==> config.mk <==
export PLATFORM = sky130hd
export DESIGN_NAME = packet_injector
export DESIGN_NICKNAME = d
export VERILOG_FILES = /design/src/rtl/noc_pkg.sv /design/src/rtl/lfsr9.sv /design/src/rtl/packet_injector.sv
export SDC_FILE = /design/constraint.sdc
export NUM_CORES = 1
export LEC_CHECK = 0
export ABC_CLOCK_PERIOD_IN_PS = 2150
export CAP_MARGIN = 20
export CORE_UTILIZATION = 55
export CTS_CLUSTER_DIAMETER = 30
export DETAILED_ROUTE_END_ITERATION = 10
export DONT_BUFFER_PORTS = 1
export GPL_TIMING_DRIVEN = 0
export PLACE_DENSITY = 0.69
export SYNTH_ARGS = -nofsm -noshare
export SYNTH_HDL_FRONTEND = slang
export SYNTH_SLANG_ARGS = --single-unit
==> constraint.sdc <==
create_clock -name clk -period 2.15 [get_ports clk]
set_clock_uncertainty 0.05 [all_clocks]
set_input_delay 0.3225 -clock clk [delete_from_list [all_inputs] [get_ports clk]]
set_output_delay 0.3225 -clock clk [all_outputs]
set_load 0.01 [all_outputs]
==> src/rtl/noc_pkg.sv <==
// Shared NoC definitions: packet field layout, default bus width, injector
// state encodings and the payload LFSR step function.
package noc_pkg;

    localparam int PKT_WIDTH  = 26;

    localparam int VALID_BIT  = 25;
    localparam int PKTID_MSB  = 24;
    localparam int PKTID_LSB  = 15;
    localparam int SENDER_MSB = 14;
    localparam int SENDER_LSB = 9;
    localparam int DATA_MSB   = 8;
    localparam int DATA_LSB   = 0;

    typedef enum logic [2:0] {
        ST_IDLE    = 3'd0,
        ST_GAP     = 3'd1,
        ST_REQ     = 3'd2,
        ST_RELEASE = 3'd3,
        ST_DONE    = 3'd4
    } inj_state_e;

    // Fibonacci x^9 + x^5 + 1: shift toward the MSB, feed back taps 9 and 5
    function automatic logic [8:0] lfsr9_next(input logic [8:0] q);
        return {q[7:0], q[8] ^ q[4]};
    endfunction

endpackage

==> src/rtl/lfsr9.sv <==
// 9-bit payload generator; loads the seed in reset and steps only when told to.
module lfsr9
    import noc_pkg::*;
(
    input  logic       clk,
    input  logic       reset,
    input  logic       advance,
    input  logic [8:0] seed,
    output logic [8:0] q
);

    logic [8:0] r_q;

    always_ff @(posedge clk) begin
        if (!reset) begin
            r_q <= seed;
        end else if (advance) begin
            r_q <= lfsr9_next(r_q);
        end
    end

    assign q = r_q;

endmodule

==> src/rtl/packet_injector.sv <==
// Processing-element traffic source: emits NUM_PACKETS packets to the router
// local port, spaced by INTERVAL idle cycles, with a req/grant handshake.
//
// state   | meaning
// IDLE    | waiting for Enable to start the first gap
// GAP     | gap counter running (holds while Enable=0 or router full at expiry)
// REQ     | ReqDnStr high, packet held stable until a grant is sampled
// RELEASE | grant taken, waiting for GntDnStr to drop
// DONE    | all packets granted; parked until reset
module packet_injector
    import noc_pkg::*;
#(
    parameter logic [5:0]  routerID    = 6'b000_000,
    parameter logic [5:0]  ModuleID    = 6'b000_000,
    parameter int          packetwidth = PKT_WIDTH,
    parameter logic [15:0] INTERVAL    = 16'd10,
    parameter logic [9:0]  NUM_PACKETS = 10'd100,
    parameter logic [8:0]  LFSR_SEED   = 9'h1FF
) (
    input  logic                   clk,
    input  logic                   reset,
    input  logic                   Enable,
    input  logic                   DnStrFull,
    input  logic                   GntDnStr,
    output logic                   ReqDnStr,
    output logic [packetwidth-1:0] PacketOut,
    output logic [9:0]             SentCount,
    output logic                   Done
);

    // routerID only tags the instance; this keeps it referenced at elaboration
    if ($bits(routerID) != 6) begin : g_router_id_width_unsupported
    end

    inj_state_e r_state;
    inj_state_e w_state_nxt;
    logic [15:0] r_gap_cnt;
    logic [15:0] w_gap_cnt_nxt;
    logic        r_req;
    logic        w_req_nxt;
    logic        r_done;
    logic        w_done_nxt;
    logic [9:0]  r_sent_cnt;
    logic [9:0]  w_sent_cnt_nxt;
    logic [9:0]  r_pkt_id;
    logic [9:0]  w_pkt_id_nxt;
    logic        w_grant;
    logic [8:0]  w_lfsr_q;
    logic [packetwidth-1:0] w_packet;

    always_ff @(posedge clk) begin
        if (!reset) begin
            r_state    <= ST_IDLE;
            r_gap_cnt  <= 16'd0;
            r_req      <= 1'b0;
            r_done     <= 1'b0;
            r_sent_cnt <= 10'd0;
            r_pkt_id   <= 10'd0;
        end else begin
            r_state    <= w_state_nxt;
            r_gap_cnt  <= w_gap_cnt_nxt;
            r_req      <= w_req_nxt;
            r_done     <= w_done_nxt;
            r_sent_cnt <= w_sent_cnt_nxt;
            r_pkt_id   <= w_pkt_id_nxt;
        end
    end

    always_comb begin
        w_state_nxt    = r_state;
        w_gap_cnt_nxt  = r_gap_cnt;
        w_req_nxt      = r_req;
        w_done_nxt     = r_done;
        w_sent_cnt_nxt = r_sent_cnt;
        w_pkt_id_nxt   = r_pkt_id;
        w_grant        = 1'b0;

        case (r_state)
            ST_IDLE: begin
                if (Enable) begin
                    w_gap_cnt_nxt = INTERVAL;
                    w_state_nxt   = ST_GAP;
                end
            end
            ST_GAP: begin
                if (Enable) begin
                    // terminal count: leave only when the router has room
                    if (r_gap_cnt <= 16'd1) begin
                        if (!DnStrFull) begin
                            w_req_nxt   = 1'b1;
                            w_state_nxt = ST_REQ;
                        end
                    end else begin
                        w_gap_cnt_nxt = r_gap_cnt - 16'd1;
                    end
                end
            end
            ST_REQ: begin
                if (GntDnStr) begin
                    w_grant        = 1'b1;
                    w_req_nxt      = 1'b0;
                    w_sent_cnt_nxt = r_sent_cnt + 10'd1;
                    w_pkt_id_nxt   = r_pkt_id + 10'd1;
                    w_state_nxt    = ST_RELEASE;
                end
            end
            ST_RELEASE: begin
                if (!GntDnStr) begin
                    if (r_sent_cnt == NUM_PACKETS) begin
                        w_done_nxt  = 1'b1;
                        w_state_nxt = ST_DONE;
                    end else begin
                        w_gap_cnt_nxt = INTERVAL;
                        w_state_nxt   = ST_GAP;
                    end
                end
            end
            ST_DONE: begin
                w_done_nxt = 1'b1;
                w_req_nxt  = 1'b0;
            end
            default: begin
                w_req_nxt   = 1'b0;
                w_state_nxt = ST_IDLE;
            end
        endcase
    end

    lfsr9 u_lfsr9 (
        .clk     (clk),
        .reset   (reset),
        .advance (w_grant),
        .seed    (LFSR_SEED),
        .q       (w_lfsr_q)
    );

    always_comb begin
        w_packet                        = '0;
        w_packet[VALID_BIT]             = 1'b1;
        w_packet[PKTID_MSB:PKTID_LSB]   = r_pkt_id;
        w_packet[SENDER_MSB:SENDER_LSB] = ModuleID;
        w_packet[DATA_MSB:DATA_LSB]     = w_lfsr_q;
    end

    assign ReqDnStr  = r_req;
    assign PacketOut = w_packet;
    assign SentCount = r_sent_cnt;
    assign Done      = r_done;

endmodule
# [After elaboration in Yosys (flattened, before gate mapping)]
# Index checks and enable logic that the tools add are counted.
[word_totals] elab_cells=61 ff_bits=50 out_inout_bits=38 in_bits=5
[op_classes] n_bitwise=3 eq_ne=14 addsub=3 muxes=24 order_cmp=1 n_reduce_logical=9
[ops] operator="$mux W16" n=5
[ops] operator="$pmux W16 S3" n=1
[ops] operator="$mux W3" n=7
[ops] operator="$add A10 B1 Y10 const B" n=2
[ops] operator="$ne A2 B2 Y1 const B" n=9
[ops] operator="$le A16 B1 Y1 const B" n=1
[ops] operator="$sub A16 B1 Y16 const B" n=1
[ops] operator="$pmux W3 S5" n=1
[ops] operator="$eq A10 B7 Y1 const B" n=1
[ops] operator="$mux W1" n=8
[ops] operator="$reduce_and A7 Y1" n=1
[ops] operator="$eq A3 B2 Y1 const B" n=2
[ops] operator="$reduce_and A6 Y1" n=1
[ops] operator="$reduce_and A5 Y1" n=1
[ops] operator="$eq A3 B1 Y1 const B" n=1
[ops] operator="$eq A3 B3 Y1 const B" n=1
[ops] operator="$logic_not A3 Y1" n=1
[ops] operator="$pmux W1 S3" n=1
[ops] operator="$reduce_and A3 Y1" n=1
[ops] operator="$reduce_bool A3 Y1" n=1
[ops] operator="$not A1 Y1" n=2
[ops] operator="$pmux W1 S2" n=1
[ops] operator="$reduce_and A2 Y1" n=1
[ops] operator="$reduce_bool A2 Y1" n=1
[ops] operator="2 further kinds" n=2

# [Longest topological paths before layout]
# Gate-level depths: netlist (run 1).
[depth] word_depth=4 depth_mapped=9 mapped_depth_nobuf=7

# [Modules after synthesis]
# A second synthesis (run 1) with hierarchy kept.
[unflattened] cells_unflattened=276 hier_area_um2=2610.0
[by_module_without_submodules] mod="packet_injector" n_inst=1 cells_per_inst=254 area_per_inst_um2=2188.3 seq_area_each_um2=820.8
[by_module_without_submodules] mod="lfsr9" n_inst=1 cells_per_inst=22 area_per_inst_um2=421.7 seq_area_each_um2=270.3

# [Worst setup path before layout (run 1)]
# OpenSTA, ideal clock, no wires.
[synth_path] path_type="reg2reg" from="register r_sent_cnt[3] (netlist: SentCount[3])" to="register r_state[2]" setup_slack_ns=0.064 arrival_time_ns=1.976 stages_incl_launch_ff=7 n_path_buf=1 path_cell_list="dfxtp_1 > or4_1 > or3_1 > buf_2 > or4b_1 > o31ai_1 > and2_1"
[synth_between] elab_chain_cells=4
[synth_rtl] element="from (decl)" line_no="packet_injector.sv:43" source="logic [9:0] r_sent_cnt;"
[synth_rtl] element="from (signal assigned)" line_no="packet_injector.sv:64" source="r_sent_cnt <= w_sent_cnt_nxt;"
[synth_rtl] element="$eq A10 B7 Y1" line_no="packet_injector.sv:109" source="if (r_sent_cnt == NUM_PACKETS) begin"
[synth_rtl] element="$mux W3" line_no="packet_injector.sv:109"
[synth_rtl] element="$mux W3" line_no="packet_injector.sv:108" source="if (!GntDnStr) begin"
[synth_rtl] element="$pmux W3 S5" line_no="packet_injector.sv:78" source="case (r_state)"
[synth_rtl] element="to (signal assigned)" line_no="packet_injector.sv:60" source="r_state <= w_state_nxt;"
[synth_rtl] element="to (decl)" line_no="packet_injector.sv:35" source="inj_state_e r_state;"
# Every way passes these cells. The select of a mux whose other input is x is not followed.
# A chain may end at the register's enable or synchronous reset.

# [Final worst setup path (run 1)]
# Ends and elaborated chain as after synthesis.

==> flow_metrics.env, run 1 <==
export IMPL_cts_root_buf="clkbuf_8"
export IMPL_critPathMaxStageDelay_ns=0.52
export IMPL_final_area_sq_mm=0.00281
export IMPL_required_ns=2.36
export IMPL_yosys_warnings=0
export IMPL_holdPathStages=1
export IMPL_clk_pin_slew_worst_paths_ns=0.10
export IMPL_crit_path_start_kind="flop"
export IMPL_drc_errors=0
export IMPL_p_total_mw=2.36
export IMPL_drt_initial_drc_count=181
export IMPL_cap_violations=0
export IMPL_violations="setup timing"
export IMPL_p_int_mw=1.68
export IMPL_reg2reg_depth=5
export IMPL_synth_edf_count=0
export IMPL_dpl_cell_area_sq_mm=0.00252
export IMPL_slowest_stage="or4_1"
export IMPL_coreArea_sq_mm=0.00412
export IMPL_viasPerCell=5.84
export IMPL_synth_seq_cells=50
export IMPL_grt_ovfl_total=0
export IMPL_start_util=0.592
export IMPL_p_leak_nw=1.09
export IMPL_regToRegStartpoint="SentCount[3]"
export IMPL_finalHoldViolCount=0
export IMPL_nets=314
export IMPL_grt_pass1_wl_mm=8.09
export IMPL_finalSetupViolCount=1
export IMPL_cp_top_family="simple AND/OR/NAND/NOR gates"
export IMPL_syn_avg_cell_area_sq_um=8.38
export IMPL_num_fill_cells=347
export IMPL_dpl_hpwl_mm=3.56
export IMPL_clk_latency_ns=0.31
export IMPL_rsz0062_at_grt="yes"
export IMPL_p_sw_mw=0.682
export IMPL_synth_cells=291
export IMPL_dieArea_sq_mm=0.00470
export IMPL_area_delta_synth_final_pct=15.4
export IMPL_cts_htree_levels=2
export IMPL_finalSetupTns_ns=-0.00971
export IMPL_fmax_mhz=463
export IMPL_power_density_mw_per_mm2=840
export IMPL_ios=43
export IMPL_dieHeight_microns=68.6
export IMPL_cp_max_fo=5
export IMPL_arrival_ns=2.37
export IMPL_critPathKind="reg -> reg"
export IMPL_post_route_period_util=1.00
export IMPL_yosysSeqAreaShare=0.411
export IMPL_p_sw_frac=0.288
export IMPL_drive_gt1_frac=0.164
export IMPL_grt_usage=0.234
export IMPL_cts_buffer_depth=2
export IMPL_grt_max_degree=17
export IMPL_slew_limit_headroom=0.598
export IMPL_first_global_vias=1762
export IMPL_die_w_microns=68.6
export IMPL_setup_worst_path_start="SentCount[3]"
export IMPL_n_antenna_cell=0
export IMPL_drtPass1Iterations=5
export IMPL_clockPowerShare=0.333
export IMPL_rows=23
export IMPL_worstReg2RegEnd="r_state[2]"
export IMPL_pwr_share_comb=0.225
export IMPL_antenna_found_initial=0
export IMPL_ys_types=46
export IMPL_maxSlewViolCount=0
export IMPL_synthFlopType="dfxtp_1"
export IMPL_cts_made_buffers=5
export IMPL_setup_ws_ns=-0.00971
export IMPL_place_congestion=0.788
export IMPL_peakVddDrop_uv=486
export IMPL_synth_async_sr_flop_share=0
export IMPL_fin_crit_ns=2.16
export IMPL_cts_sinks=50
export IMPL_wirelength_mm=5.22
export IMPL_hp_class="in -> reg"
export IMPL_worstPathBufferInverterCount=0
export IMPL_hold_buffers=0
export IMPL_tightest_slew_ns=0.598
export IMPL_whs_ns=0.0851
export IMPL_reg2reg_slack_ns=-0.01
export IMPL_endpoint="r_state[2]"
export IMPL_status="finished, violations left"
export IMPL_cts_tree="done"
export IMPL_syn_area_sq_mm=0.00244
export IMPL_crit_chain="or4_1 -> or3_4 -> or4b_4 -> o31ai_2 -> and2_1"
export IMPL_seqPwrFrac=0.443
export IMPL_dp_slack_ns=-0.372
export IMPL_path_depth=5
export IMPL_port_buffers=0
export IMPL_dr_total_vias=2073
export IMPL_holdCritStartpoint="reset"
export IMPL_antenna_left=0
export IMPL_wire_per_inst_microns=14.7
export IMPL_critPathCaptureType="flop"
-- area by class of cell --
| cell class | count | area [sq um] | share of cell area |
|---|---|---|---|
| clock inverters | 3 | 68.8 | 0.0245 |
| inverters | 8 | 30.0 | 0.0107 |
| flip-flops and latches | 50 | 1010 | 0.359 |
| plain buffers | 19 | 125 | 0.0445 |
| repair buffers | 2 | 15.0 | 0.00534 |
| well taps | 50 | 62.6 | 0.0222 |
| multi-input cells | 218 | 1430 | 0.509 |
| clock buffers | 5 | 68.8 | 0.0245 |
-- how the worst min path moves through the flow --
stage,end
2_1_floorplan,r_gap_cnt[14]
3_3_place_gp,r_state[2]
3_5_place_dp,r_state[2]
4_1_cts,r_state[2]
5_1_grt,r_state[2]
6_report,r_state[2]
-- Yosys cell counts (2+ instances only) --
| master | instances | share of area |
|---|---|---|
| buf_2 | 6 | 0.012 |
| inv_1 | 8 | 0.012 |
| a21oi_1 | 16 | 0.033 |
| o211ai_1 | 2 | 0.0062 |
| nand4_1 | 10 | 0.026 |
| nand2b_1 | 7 | 0.018 |
| and3_1 | 4 | 0.010 |
| mux2i_1 | 5 | 0.021 |
| or4_1 | 8 | 0.025 |
| nand3_1 | 11 | 0.023 |
| nor3_1 | 8 | 0.016 |
| nand2_1 | 44 | 0.068 |
| o21a_1 | 2 | 0.0062 |
| conb_1 | 2 | 0.0031 |
| buf_4 | 7 | 0.022 |
| or3_1 | 10 | 0.026 |
| nor4_1 | 6 | 0.015 |
| o31ai_1 | 9 | 0.028 |
| o21ai_0 | 6 | 0.012 |
| nor2_1 | 19 | 0.029 |
| dfxtp_1 | 50 | 0.41 |
| xnor2_1 | 6 | 0.022 |
| clkbuf_1 | 6 | 0.0092 |
| nor4b_1 | 2 | 0.0072 |
| ha_1 | 5 | 0.026 |
| xor2_1 | 11 | 0.040 |
| nand4b_1 | 2 | 0.0072 |
-- cells in the final DEF, fill, tap and decap left out, drive strengths merged, types with 2 or more instances in the layout --
cell type and count:
xor2 11, nor4 7, nand4 10, mux2i 5
o31ai 9, xnor2 6, nand2b 7, or3 10
nand4b 2, buf 14, nor3 8, and3 4
dfxtp 50, bufinv 2, o211ai 2, a31oi 2
ha 5, o21a 2, a21oi 16, clkbuf 12
or4 8, conb 7, o21ai 7, nand2 44
inv 8, nor4b 2, nor2 19, nand3 11
-- cells by family (layout without fill, tap and decap cells) --
logic type,count (synthesis),after routing,synth area share
adders and majority gates,5,5,0.0257
other,2,7,0.00308
buffers and inverters,28,37,0.0570
AOI/OAI and AO/OA,44,44,0.118
xor gates and xnor gates,17,17,0.0611
and+or+nand+nor,139,139,0.300
DFF,50,50,0.411
muxes,6,6,0.0252
-- routing by layer --
metal  GRT usage  up-vias  part of all wire
met5           0        -                 0
met4      0.0938        0             0.011
met3      0.0674        7             0.061
met2       0.343       55              0.44
met1       0.321      964              0.49
li1            -     1047                 -
-- state kept, by name, summed over array words and instances, names as in the netlist --
name and count:
r_state 3, r_gap_cnt 16, ReqDnStr 1, SentCount 10
u_lfsr9.q 9, Done 1, r_pkt_id 10
-- repair_timing --
item / in CTS / in global routing
setup endpoints to repair: 32 / 35
pin swaps: 2 / 0
gates resized for setup: 20 / 15
buffers inserted: 1 / 1
-- worst register-to-register path, stage by stage, from the launching register on --
cell	delay, ns
dfxtp_4	0.38
or4_1	0.53
or3_4	0.39
or4b_4	0.51
o31ai_2	0.09
and2_1	0.17
-- stage by stage --
step	instances	utilization
global placement	346	0.612
floorplan	296	-
CTS	354	0.666
detailed placement	346	0.612
global route	355	0.683
finish	355	0.683
-- power by group through the flow --
stage	logic, mW	clock network [mW]	registers, mW
global route	0.585	0.843	1.05
global placement	0.445	0	1.05
finish	0.531	0.786	1.05
floorplan	0.368	0	1.04
CTS	0.493	0.805	1.04
detailed placement	0.451	0	1.05
(Power assumes the default switching activity.)
==> run 2, diff against run 1 <==
Settings changed: ABC_AREA from default to 1, CTS_CLUSTER_SIZE from default to 20.
==> flow_metrics.env, run 2 <==
export IMPL_largest_register="r_gap_cnt"
export IMPL_cp_max_fo=10
export IMPL_post_route_period_util=0.886
export IMPL_p_leak_nw=1.30
export IMPL_grt_max_degree=19
export IMPL_whs_ns=0.0872
export IMPL_wire_per_inst_microns=11.9
export IMPL_ys_top_cells_by_count="123 x nand2_1, 60 x nor2_1, 50 x dfxtp_1, 37 x nand3_1, 36 x inv_1"
export IMPL_synth_most_common_cell="nand2_1"
export IMPL_cts_resized=0
export IMPL_antenna_left=0
export IMPL_p_sw_frac=0.471
export IMPL_seqPwrFrac=0.339
export IMPL_drc_errors=0
export IMPL_arrival_ns=2.03
export IMPL_cts_buffer_depth=2
export IMPL_ys_types=34
export IMPL_fmax_mhz=525
export IMPL_syn_area_sq_mm=0.00277
export IMPL_dpl_hpwl_mm=4.36
export IMPL_drive_gt1_frac=0.116
export IMPL_port_buffers=0
export IMPL_synth_async_sr_flop_share=0
export IMPL_power_density_mw_per_mm2=1240
export IMPL_cts_root_buf="clkbuf_8"
export IMPL_synth_edf_count=0
export IMPL_synth_cells=419
export IMPL_pwr_share_comb=0.502
export IMPL_reg2reg_depth=11
export IMPL_drtPass1Iterations=5
export IMPL_finalSetupViolCount=0
export IMPL_coreArea_sq_mm=0.00479
export IMPL_cts_setup_buffers=0
export IMPL_critPathCaptureType="flop"
export IMPL_synthFlopType="dfxtp_1"
export IMPL_synth_area_leaders="dfxtp_1 36%, nand2_1 17%, nor2_1 8.1%"
export IMPL_slew_limit_headroom=0.515
export IMPL_dieHeight_microns=73
export IMPL_hp_class="in -> reg"
export IMPL_crit_path_start_kind="flop"
export IMPL_yosysTopAreaCellShare=0.361
export IMPL_place_congestion=0.920
export IMPL_synth_seq_cells=50
export IMPL_yosysSeqAreaShare=0.361
export IMPL_dieArea_sq_mm=0.00533
export IMPL_first_global_vias=2347
export IMPL_finalSetupTns_ns=0
export IMPL_critPathKind="reg -> reg"
export IMPL_ios=43
export IMPL_nets=441
export IMPL_clk_pin_slew_worst_paths_ns=0.10
export IMPL_most_common_layout_cells="123 x nand2_1, 60 x nor2_1, 50 x dfxtp_1"
export IMPL_n_antenna_cell=0
export IMPL_p_sw_mw=1.73
export IMPL_final_common_cell="nand2_1"
export IMPL_syn_avg_cell_area_sq_um=6.62
export IMPL_grt_usage=0.246
export IMPL_cts_sinks=50
export IMPL_viasPerCell=5.10
export IMPL_die_w_microns=73
export IMPL_cts_made_buffers=5
export IMPL_required_ns=2.27
export IMPL_rsz0062_at_grt="no"
export IMPL_dr_total_vias=2543
export IMPL_fin_crit_ns=1.90
export IMPL_yosys_warnings=0
export IMPL_cts_tree="done"
export IMPL_antenna_found_initial=0
export IMPL_maxSlewViolCount=0
export IMPL_cts_htree_levels=2
export IMPL_start_util=0.579
export IMPL_clockPowerShare=0.159
export IMPL_peakVddDrop_uv=560
export IMPL_cap_violations=0
export IMPL_finalHoldViolCount=0
export IMPL_grt_ovfl_total=0
export IMPL_hold_buffers=0
export IMPL_largest_register_ffs=16
export IMPL_yosysTopAreaCell="dfxtp_1"
export IMPL_status="finished, final reports clean"
export IMPL_holdPathStages=2
export IMPL_p_int_mw=1.95
export IMPL_drt_initial_drc_count=160
export IMPL_clk_latency_ns=0.31
export IMPL_grt_pass1_wl_mm=10.1
export IMPL_wirelength_mm=5.96
export IMPL_rows=25
export IMPL_area_delta_synth_final_pct=7.13
export IMPL_tightest_slew_ns=0.728
[run 2: cell count changes in the layout (fill, tap and decap cells not counted), sizes merged, moves of 8 or more]
cell and delta:
a21oi +15, inv +36, nand2 +85, nand3 +27, nor2 +46, o31ai -9
or3 -10, or4 -8, xor2 -8
[run 2: worst paths after layout]
path / from / slack [ns] / end
worst max-delay path: SentCount[0] / 0.25 / r_gap_cnt[0]
worst min-delay path: reset / 0.09 / SentCount[7]
worst max register to register: SentCount[0] / 0.25 / r_gap_cnt[0]
worst min register to register: Done / 0.45 / Done
[run 2: stage by stage]
step           instance area, sq um  cells   util  worst slack, ns  total power [mW]
4_1_cts                        2970    499  0.621            0.235              3.70
3_3_place_gp                   2880    491  0.601            0.257              3.07
2_1_floorplan                  2790    424      -            0.545              2.75
6_report                       2970    499  0.621            0.246              3.68
5_1_grt                        2970    499  0.621           0.0947              4.04
3_5_place_dp                   2880    491  0.601            0.255              3.10
[run 2: final cells by class]
| type | count | area [sq um] |
|---|---|---|
| clock inverters | 3 | 26.3 |
| clock buffers | 5 | 68.8 |
| inverters | 43 | 164 |
| multi-input cells | 315 | 1530 |
| flip-flops and latches | 50 | 1000 |
| plain buffers | 16 | 101 |
| fillers | 484 | 1820 |
| well taps | 67 | 83.8 |
[run 2: critical path, cell delays in order (launching register included)]
cell     delay (ns)
dfxtp_1        0.52
inv_1          0.08
ha_1           0.23
nand2_1        0.07
nor2_1         0.05
nand4_1        0.18
nand2_4        0.09
inv_4          0.12
nand2_4        0.10
buf_8          0.15
nand2_1        0.07
a21oi_2        0.05
[run 2: cell families (layout without fill, tap and decap cells)]
family	Yosys count	after routing	share of synthesized area
DFF	50	50	0.361
buffers and inverters	59	67	0.0957
other	2	7	0.00271
xor gates and xnor gates	6	6	0.0190
AOI/OAI and AO/OA	47	47	0.107
adders and majority gates	5	5	0.0226
and+or+nand+nor	250	250	0.392
[run 2: power groups by stage]
stage                     clock network (mW)  registers (mW)  logic (mW)
after floorplan                            0            1.23        1.52
after global placement                     0            1.27        1.81
after detailed placement                   0            1.27        1.83
after CTS                              0.603            1.25        1.84
after global routing                   0.638            1.28        2.13
final                                  0.586            1.25        1.85
[run 2: per-layer routing]
layer,up-vias,track usage,share of wire
met5,-,0,0
met4,0,0.100,0.023
met3,11,0.0704,0.061
met2,56,0.429,0.46
met1,1141,0.280,0.45
li1,1335,-,-
==> run 3, diff against run 2 <==
Settings changed: SYNTH_HIERARCHICAL from default to 1.
==> flow_metrics.env, run 3 <==
export IMPL_cp_max_fo=8
export IMPL_clk_latency_ns=0.31
export IMPL_yosys_area_share_simple=0.414
export IMPL_crit_path_start_kind="flop"
export IMPL_cts_root_buf="clkbuf_8"
export IMPL_synthMuxAreaShare=0
export IMPL_critPathCaptureType="flop"
export IMPL_holdPathStages=5
export IMPL_antenna_found_initial=0
export IMPL_cts_tree="done"
export IMPL_required_ns=2.33
export IMPL_cap_violations=0
export IMPL_synth_async_sr_flop_share=0
export IMPL_post_route_period_util=0.853
export IMPL_hold_path_endpoint="ReqDnStr"
export IMPL_critPathKind="reg -> reg"
export IMPL_grt_usage=0.244
export IMPL_synth_fa_ha_area_frac=0.0204
export IMPL_cts_made_buffers=5
export IMPL_slew_limit_headroom=0.600
export IMPL_ys_top_cells_by_count="131 x nand2_1, 59 x nor2_1, 43 x inv_1, 41 x dfxtp_1, 35 x nand3_1"
export IMPL_grt_ovfl_total=0
export IMPL_arrival_ns=2.02
export IMPL_reg2reg_depth=9
export IMPL_synth_most_common_cell="nand2_1"
export IMPL_nets=481
export IMPL_cp_top_family="simple AND/OR/NAND/NOR gates"
export IMPL_worstPathBufferInverterCount=1
export IMPL_slowest_stage="dfxtp_1"
export IMPL_viasPerCell=5.19
export IMPL_rsz0062_at_grt="no"
export IMPL_holdCritStartpoint="GntDnStr"
export IMPL_fin_util=0.628
export IMPL_dr_total_vias=2812
export IMPL_wire_per_inst_microns=12.4
export IMPL_yosysTopAreaCell="dfxtp_1"
export IMPL_antenna_left=0
export IMPL_start_util=0.586
export IMPL_synth_xor_area_frac=0.0171
export IMPL_cts_buffer_depth=2
export IMPL_cts_setup_buffers=0
export IMPL_ios=43
export IMPL_die_w_microns=76.7
export IMPL_crit_chain="inv_1 -> ha_1 -> o21ai_1 -> nor2_1 -> nand2_2 -> nand3_4 -> nand2_4 -> nand2_1 -> a21oi_1"
export IMPL_p_total_mw=3.97
export IMPL_yosysSeqAreaShare=0.356
export IMPL_cts_htree_levels=2
export IMPL_reg2reg_slack_ns=0.32
export IMPL_cts_sinks=50
export IMPL_finalSetupTns_ns=0
export IMPL_fmax_mhz=545
export IMPL_status="finished, final reports clean"
export IMPL_dpl_cell_area_sq_mm=0.00321
export IMPL_syn_area_sq_mm=0.00307
export IMPL_yosys_warnings=6
export IMPL_synth_cells=451
export IMPL_maxSlewViolCount=0
export IMPL_yosysTopAreaCellShare=0.268
export IMPL_area_delta_synth_final_pct=7.22
export IMPL_drt_initial_drc_count=178
export IMPL_synth_edf_count=9
export IMPL_synth_compound_gate_area_share=0.0934
export IMPL_drtPass1Iterations=4
export IMPL_critPathMaxStageDelay_ns=0.40
export IMPL_p_leak_nw=1.43
export IMPL_finalHoldViolCount=0
export IMPL_coreArea_sq_mm=0.00524
export IMPL_largest_register="r_gap_cnt"
export IMPL_largest_register_ffs=16
export IMPL_wirelength_mm=6.74
export IMPL_syn_avg_cell_area_sq_um=6.80
export IMPL_drive_gt1_frac=0.110
export IMPL_finalSetupViolCount=0
export IMPL_worstReg2RegEnd="r_gap_cnt[12]"
export IMPL_power_density_mw_per_mm2=1210
export IMPL_port_buffers=0
export IMPL_synthFlopType="dfxtp_1"
export IMPL_clk_pin_slew_worst_paths_ns=0.10
export IMPL_grt_pass1_wl_mm=11.6
export IMPL_first_global_vias=2613
export IMPL_dpl_hpwl_mm=5.05
export IMPL_dieHeight_microns=76.7
export IMPL_place_congestion=0.847
export IMPL_synth_area_leaders="dfxtp_1 27%, nand2_1 16%, edfxtp_1 8.8%"
export IMPL_n_antenna_cell=0
export IMPL_synth_top_family_by_area="simple AND/OR/NAND/NOR gates"
export IMPL_fin_crit_ns=1.83
export IMPL_tightest_slew_ns=0.601
export IMPL_final_common_cell="nand2_1"
export IMPL_synth_seq_cells=50
export IMPL_rows=26
export IMPL_hp_class="in -> reg"
export IMPL_regToRegStartpoint="r_gap_cnt[0]"
export IMPL_most_common_layout_cells="131 x nand2_1, 59 x nor2_1, 43 x inv_1"
export IMPL_final_area_sq_mm=0.00329
export IMPL_drc_errors=0
export IMPL_peakVddDrop_uv=643
export IMPL_dieArea_sq_mm=0.00588
export IMPL_ys_types=38
export IMPL_grt_max_degree=16
run 3: worst max-delay path by stage:
stage	from	end	cells past startpoint
finish	r_gap_cnt[0]	r_gap_cnt[12]	9
floorplan	r_gap_cnt[0]	r_gap_cnt[10]	10
CTS	r_gap_cnt[0]	r_gap_cnt[11]	10
global placement	r_gap_cnt[0]	r_gap_cnt[12]	10
global route	r_gap_cnt[0]	r_gap_cnt[11]	9
detailed placement	r_gap_cnt[0]	r_gap_cnt[11]	10
run 3: metal layers:
metal | GRT usage | wire, microns
met4 | 0.0904 | 119
met5 | 0 | 0
met2 | 0.415 | 3180
met3 | 0.0536 | 340
met1 | 0.299 | 3100
run 3: cell families (layout without fill, tap and decap cells):
logic type / Yosys count / count (layout)
AO/OA/AOI/OAI: 53 / 53
XOR/XNOR: 6 / 6
adder cells (fa/ha/maj): 5 / 5
buffers and inverters: 66 / 73
flip-flops: 50 / 50
other: 2 / 16
AND/OR/NAND/NOR: 269 / 269
run 3: cell type report:
type / count / area [sq um]
Fill cell: 505 / 1950
Sequential cell: 50 / 1090
Clock inverter: 2 / 12.5
Clock buffer: 6 / 72.6
Tap cell: 70 / 87.6
Multi-Input combinational cell: 349 / 1730
Buffer: 16 / 109
Inverter: 49 / 186
run 3: power by group:
part	leakage (nW)	internal (mW)	switching [mW]
sequential	0.422	1.11	0.171
combinational	0.965	0.701	1.42
clock	0.0432	0.231	0.334
total	1.43	2.04	1.93
run 3: what timing repair did:
item                                    4_1_cts  5_1_grt
gates resized for setup                       0        1
endpoints found under the setup margin        0        4
hold buffers                                  0        0
run 3: stage by stage:
step           setup WS (ns)  instances  hold WS (ns)
2_1_floorplan          0.558        465         0.419
3_3_place_gp           0.290        535         0.437
3_5_place_dp           0.246        535         0.435
4_1_cts                0.212        543         0.212
5_1_grt               0.0900        542         0.283
6_report               0.316        542         0.230
run 3: worst reg2reg max path, cell delays in order (launching register included):
cell and delay (ns):
dfxtp_1 0.40, inv_1 0.12, ha_1 0.32, o21ai_1 0.15, nor2_1 0.06, nand2_2 0.13, nand3_4 0.16, nand2_4 0.16
nand2_1 0.07, a21oi_1 0.15
